===== config.mk =====
export PLATFORM = sky130hd
export DESIGN_NAME = exp_sum_buffer
export DESIGN_NICKNAME = d
export VERILOG_FILES = /design/src/rtl/exp_sum_buffer.sv
export SDC_FILE = /design/constraint.sdc
export NUM_CORES = 1
export LEC_CHECK = 0
export ABC_CLOCK_PERIOD_IN_PS = 5900
export BUFFER_PORTS_ARGS = -buffer_cell sky130_fd_sc_hd__buf_2
export CAP_MARGIN = 40
export CORE_ASPECT_RATIO = 0.75
export CORE_MARGIN = 3
export CORE_UTILIZATION = 61
export CTS_CLUSTER_SIZE = 24
export DETAILED_ROUTE_END_ITERATION = 10
export PLACE_DENSITY = 0.9
export SLEW_MARGIN = 20
export SYNTH_ARGS = -nofsm -noshare
export SYNTH_HDL_FRONTEND = slang
export SYNTH_SLANG_ARGS = --single-unit

===== constraint.sdc =====
create_clock -name clock_i -period 5.9 [get_ports clock_i]
set_input_delay 1.18 -clock clock_i [delete_from_list [all_inputs] [get_ports clock_i]]
set_output_delay 1.18 -clock clock_i [all_outputs]
set_load 0.05 [all_outputs]

===== src/rtl/exp_sum_buffer.sv =====
// Frame buffer and full-precision accumulator between the exp2 stage and the divider.
// It collects number_of_data exp values, then presents their sum and replays the values one per handshake.
//
// state   | meaning
// COLLECT | storing inputs into the buffer and accumulating the sum
// DRAIN   | sum presented, replaying buffered values to the divider
module exp_sum_buffer #(
  parameter int data_size      = 32,
  parameter int number_of_data = 10,
  parameter int sum_size       = 36,
  parameter int index_size     = 4
) (
  input  logic                  clock_i,
  input  logic                  reset_n_i,
  input  logic [data_size-1:0]  exp_sum_data_i,
  input  logic                  exp_sum_data_valid_i,
  input  logic                  exp_sum_ready_i,
  output logic [sum_size-1:0]   exp_sum_o,
  output logic                  exp_sum_valid_o,
  output logic [data_size-1:0]  exp_sum_data_o,
  output logic                  exp_sum_data_valid_o,
  output logic [index_size-1:0] exp_sum_index_o,
  output logic                  exp_sum_last_o,
  output logic                  exp_sum_drop_o,
  output logic                  exp_sum_busy_o
);

  localparam int addr_size = (number_of_data > 1) ? $clog2(number_of_data) : 1;
  localparam logic [index_size-1:0] last_idx = index_size'(number_of_data - 1);

  typedef enum logic {COLLECT, DRAIN} state_t;

  state_t                state;
  logic [index_size-1:0] wr_cnt;
  logic [index_size-1:0] rd_cnt;
  logic [index_size-1:0] rd_next;
  logic [sum_size-1:0]   acc;
  logic [sum_size-1:0]   data_ext;
  logic [data_size-1:0]  buf_mem [number_of_data];

  assign data_ext = sum_size'(exp_sum_data_i);
  assign rd_next  = rd_cnt + 1'b1;

  // Buffer contents carry no reset; they are always written before being read.
  always_ff @(posedge clock_i) begin
    if (state == COLLECT && exp_sum_data_valid_i)
      buf_mem[wr_cnt[addr_size-1:0]] <= exp_sum_data_i;
  end

  always_ff @(posedge clock_i or negedge reset_n_i) begin
    if (!reset_n_i) begin
      state                <= COLLECT;
      wr_cnt               <= '0;
      rd_cnt               <= '0;
      acc                  <= '0;
      exp_sum_o            <= '0;
      exp_sum_valid_o      <= 1'b0;
      exp_sum_data_o       <= '0;
      exp_sum_data_valid_o <= 1'b0;
      exp_sum_index_o      <= '0;
      exp_sum_last_o       <= 1'b0;
      exp_sum_drop_o       <= 1'b0;
      exp_sum_busy_o       <= 1'b0;
    end else begin
      exp_sum_valid_o <= 1'b0;
      exp_sum_drop_o  <= 1'b0;
      case (state)
        COLLECT: begin
          if (exp_sum_data_valid_i) begin
            if (wr_cnt == last_idx) begin
              // buf_mem[0] was written on an earlier cycle since a frame has at least two values
              exp_sum_o            <= acc + data_ext;
              exp_sum_valid_o      <= 1'b1;
              acc                  <= '0;
              wr_cnt               <= '0;
              rd_cnt               <= '0;
              state                <= DRAIN;
              exp_sum_data_o       <= buf_mem[0];
              exp_sum_data_valid_o <= 1'b1;
              exp_sum_index_o      <= '0;
              exp_sum_last_o       <= 1'b0;
              exp_sum_busy_o       <= 1'b1;
            end else begin
              acc    <= acc + data_ext;
              wr_cnt <= wr_cnt + 1'b1;
            end
          end
        end
        DRAIN: begin
          exp_sum_drop_o <= exp_sum_data_valid_i;
          if (exp_sum_ready_i) begin
            if (rd_cnt == last_idx) begin
              rd_cnt               <= '0;
              state                <= COLLECT;
              exp_sum_data_o       <= '0;
              exp_sum_data_valid_o <= 1'b0;
              exp_sum_index_o      <= '0;
              exp_sum_last_o       <= 1'b0;
              exp_sum_busy_o       <= 1'b0;
            end else begin
              rd_cnt          <= rd_next;
              exp_sum_data_o  <= buf_mem[rd_next[addr_size-1:0]];
              exp_sum_index_o <= rd_next;
              exp_sum_last_o  <= (rd_next == last_idx);
            end
          end
        end
        default: state <= COLLECT;
      endcase
    end
  end

endmodule


## After elaboration in Yosys (flattened, before gate mapping)

Memories as Yosys holds them, arrays and structs flattened.
Cells that the tools add are included.

| word-level totals | value |
|---|---|
| bits in registers | 117 |
| bits in writable memories | 320 |
| input port bits | 36 |
| output and inout port bits | 77 |
| memories kept | 1 |

Memory list:

| memory | depth | width | rd ports | clocked after memory_dff | write ports | RTL line | source |
|---|---|---|---|---|---|---|---|
| buf_mem | 10 | 32 | 2 | 0 | 1 | 39 | `logic [data_size-1:0] buf_mem [number_of_data];` |

| operators by class | value |
|---|---|
| add/sub/neg operators | 3 |
| eq/ne operators | 7 |
| muxes and demuxes | 31 |
| bitwise logic cells | 1 |
| reductions and logical operators | 5 |

Operators with widths:

| cell | number |
|---|---|
| two-way mux 32 bit | 4 |
| one-hot mux 32 bit (2 select lines) | 1 |
| adder 36 x 32 -> 36 bit | 1 |
| two-way mux 36 bit | 1 |
| two-way mux 4 bit | 5 |
| two-way mux 1 bit | 16 |
| equality test 4 bit (second input constant) | 3 |
| adder 4 x 1 -> 4 bit (second input constant) | 2 |
| one-hot mux 4 bit (2 select lines) | 1 |
| one-hot mux 1 bit (2 select lines) | 3 |
| AND reduction 3 bit | 2 |
| != test 2 x 1 -> 1 bit (second input constant) | 2 |
| != test 2 bit (second input constant) | 2 |
| AND reduction 4 bit | 1 |
| AND reduction 2 bit | 1 |
| logical AND 1 bit | 1 |
| NOT 1 bit | 1 |

## Logic depth before layout (Yosys ltp)

| logic depth | value |
|---|---|
| word-level depth | 5 |
| depth in mapped cells | 12 |

## Least setup slack after synthesis

No wires, ideal clock.

| timing | value |
|---|---|
| path kind | in2reg |
| start point | input exp_sum_data_valid_i |
| end point | memory buf_mem[8][0], enable pin |
| setup time | 502 ps |
| data arrival time | 4758 ps |
| required time | 5398 ps |
| setup slack | 640 ps |
| stages | 4 |
| cell sequence | nand2_1 -> clkbuf_1 -> buf_1 -> nor4_1 |

| on the way | value |
|---|---|
| cells in the longest elaborated chain, start to end | 3 |

Ends and longest elaborated chain:

| what | RTL line | source |
|---|---|---|
| start: declaration | 16 | `input logic exp_sum_data_valid_i,` |
| logical AND 1 bit | 46 | `if (state == COLLECT && exp_sum_data_valid_i)` |
| two-way mux 1 bit | 46 |  |
| two-way mux 1 bit (not written as such) | 47 | `buf_mem[wr_cnt[addr_size-1:0]] <= exp_sum_data_i;` |
| end: declaration | 39 |  |

No other way between the ends.

## Worst setup path in the final report

| timing | value |
|---|---|
| start point | input exp_sum_data_i[0] |
| end point | register acc[34] |

| on the way | value |
|---|---|
| cells in the longest elaborated chain, start to end | 2 |

Ends and longest elaborated chain:

| what | RTL line | source |
|---|---|---|
| start: declaration | 15 | `input logic [data_size-1:0] exp_sum_data_i,` |
| adder 36 x 32 -> 36 bit | 84 | `acc <= acc + data_ext;` |
| two-way mux 36 bit | 70 | `if (wr_cnt == last_idx) begin` |
| end signal: assignment | 84 |  |
| end: declaration | 37 | `logic [sum_size-1:0] acc;` |

No other way between the ends.
A chain may end at the register's enable or synchronous reset.

==> impl_metrics.toml <==
[grt]
grt_use_total = 0.287
grt-ovfl-total = 0
grt_max_degree = 61
grt_pass1_wl_mm = 68.8
antenna_found_initial = 1
grt_pass1_vias = 11400

[timing]
drv_slew = 0
setup_tns_ns = 0
setup_viol = 0
holdWs_ns = 0.477
post-route-period-util = 0.591
fin_ws_ns = 2.42
fin_skew_ns = 0.0167
tightest_slew_ns = 0.855
rsz0062_at_grt = "false"
hold_violations = 0
clock.fmax_mhz = 287
max_slew_margin = 0.430
fin_crit_ns = 3.48

[logic_synthesis]
ys_ff_latch = 437
synth-simple-area-share = 0.0470
netlist_instances = 1129
synth.distinct_cells = 63
syn_nets = 1201
synth_xor_xnor_area_share = 0.0178
synth_top_family_by_area = "multiplexers"
yosysSeqAreaShare = 0.687
yosys_warnings = 0
synth-edff-count = 320
synth_flop_cell = "edfxtp_1"
syn_area_per_cell_um2 = 16.2
synth_fa_ha_area_frac = 0.0251
synth_compound_area_frac = 0.0872
synth_area_mm2 = 0.0182
synthArstFlopShare = 0.268
synth_mux_area_frac = 0.121

[layout]
final_area_mm2 = 0.0208
mostFrequentLayoutCell = "edfxtp_1"
regArea_mm2 = 0.0125
multi_input_area_mm2 = 0.00553
final_core_util = 0.712
mostFrequentLayoutCells = "edfxtp_1 (320), dfrtp_1 (116), nand2_1 (114), buf_2 (111), mux4_2 (64)"
nets = 1329
layout-drive-gt1-share = 0.258
antenna_cells = 0
finalNonFillerCells = 1682
area_growth_pct = 14.2
fillers = 1710

[run_status]
status = "finished, final reports clean"

[power_and_ir_drop]
leakagePower_nw = 7.79
powerDensity_mw_per_mm2 = 537
finalPower_mw = 11.2
ir_worst_vdd_mv = 0.422

[clock_network]
clk_pin_slew_ns = 0.06
cts_buffer_depth = 3
cts_tree = "done"
clkLatencyLatePin_ns = 0.55
h-tree-depth = 2
cts_hold_buffers = 0
cts_buffers = 41
cts_resized = 0
clock-sinks = 437
post_cts_buffers = 0
clockRootBuffer = "clkbuf_16"

[worst_setup_path]
endpoint = "acc[34]"
reg2reg_depth = 10
r2r-end = "exp_sum_data_o[8]"
cp-end-kind = "register"
startpoint = "exp_sum_data_i[0]"
cp-start-kind = "input port"
r2r_start = "wr_cnt[1]"
cp_max_fo = 11
crit_type = "in -> reg"
crit_arrival_ns = 3.96
r2r_setup_slack_ns = 2.51
required_ns = 6.38

[place]
dp_hpwl_mm = 27.3
place.gp.congestion = 0.936
placed_cell_area_mm2 = 0.0194
placed_cells = 1604
preCtsSetupSlack_ns = 1.81
numPortBuffers = 112

[route]
wl_met1_mm = 17.2
wl_met3_mm = 5.16
dr.max_layer_used = "met5"
met2WireLength_mm = 21.5
wl_per_cell_um = 27.0
vias_per_cell = 6.66
drc = 0
ant_nets = 0
drtPass1Iterations = 6
dr_total_vias = 11200
initialDrtViolationCount = 1565
finalWirelength_mm = 45.4

[floorplan]
initial_core_util = 0.624
die_height_um = 156
fp.dieW_um = 206
die_area_mm2 = 0.0320
num_rows = 54
ios = 113
core_mm2 = 0.0293

[min_path]
hp-class = "reg -> reg"

[job]
drv_cap = 0
==> logic make-up after synthesis <==
group,after synthesis
flops,437
compound gates,223
simple gates,192
mux,135
buf+inv,69
xor+xnor,37
fa+ha+maj,36
==> Yosys cell counts, types with 3 or more instances <==
library cell / number / share of area
mux2i_1: 33 / 0.018
nor2b_1: 11 / 0.0038
mux2_2: 38 / 0.023
o21ai_0: 53 / 0.015
o21a_1: 3 / 0.0012
and2_1: 4 / 0.0014
xor2_1: 12 / 0.0058
nor3_1: 5 / 0.0014
a21o_1: 19 / 0.0078
nand2b_1: 4 / 0.0014
o21ai_1: 10 / 0.0027
mux4_2: 64 / 0.079
edfxtp_1: 320 / 0.53
a222oi_1: 28 / 0.015
xnor2_1: 25 / 0.012
o31ai_1: 7 / 0.0029
a21oi_2: 3 / 0.0014
inv_1: 13 / 0.0027
nand2_1: 114 / 0.023
a211oi_1: 10 / 0.0041
dfrtp_1: 117 / 0.16
buf_1: 7 / 0.0014
a22o_1: 23 / 0.011
ha_1: 35 / 0.024
a31oi_1: 4 / 0.0014
o21ai_2: 3 / 0.0014
o21bai_1: 6 / 0.0025
a21oi_1: 35 / 0.0096
nor2_1: 25 / 0.0051
buf_2: 10 / 0.0027
nand3_1: 10 / 0.0027
or2_2: 4 / 0.0014
clkbuf_1: 37 / 0.0076
==> where the power goes <==
part / switching [mW] / total [mW] / internal, mW
clock network: 1.14 / 2.67 / 1.53
logic: 2.78 / 4.39 / 1.61
registers: 0.330 / 4.13 / 3.80
==> state kept, by name, indices dropped and copies added (netlist names) <==
register and count:
exp_sum_o 36, exp_sum_data_o 32, state 1, exp_sum_busy_o 1, exp_sum_drop_o 1, wr_cnt 4
exp_sum_last_o 1, exp_sum_valid_o 1, buf_mem 320, acc 36, rd_cnt 4
==> layer usage <==
layer  vias to the layer above  track usage
li1                       4688            -
met1                      5644        0.416
met2                       742        0.446
met3                       129       0.0605
met4                         2       0.0927
met5                         -            0
==> worst max-delay path: stages <==
cell and delay, ns:
buf_2 0.16, ha_1 0.24, fa_1 0.41, a21oi_1 0.17, nand4b_1 0.15, and4bb_2 0.27
o21ai_1 0.11, nand3_1 0.12, a21oi_1 0.09, o41ai_2 0.57, nor2_1 0.16, o21ai_1 0.19
a21o_1 0.14
==> worst min-delay path by stage <==
stage / end / slack (ns) / depth (start not counted) / from
after floorplan: acc[0] / 0.44 / 2 / acc[0]
after global placement: exp_sum_o[14] / 0.46 / 2 / exp_sum_o[14]
after detailed placement: exp_sum_o[14] / 0.46 / 2 / exp_sum_o[14]
after CTS: exp_sum_o[22] / 0.48 / 2 / exp_sum_o[22]
after global routing: exp_sum_o[14] / 0.50 / 2 / exp_sum_o[14]
final: exp_sum_data_o[29] / 0.48 / 2 / exp_sum_data_o[29]
==> area by class of cell <==
type                            instances  area share
Sequential cell                       437       0.602
Inverter                               14     0.00258
Clock buffer                           56      0.0545
Tap cell                              392      0.0235
Timing Repair Buffer                  140      0.0424
Multi-Input combinational cell        623       0.265
Clock inverter                         20     0.00973
Note: power is estimated with default switching activity, not from simulation.
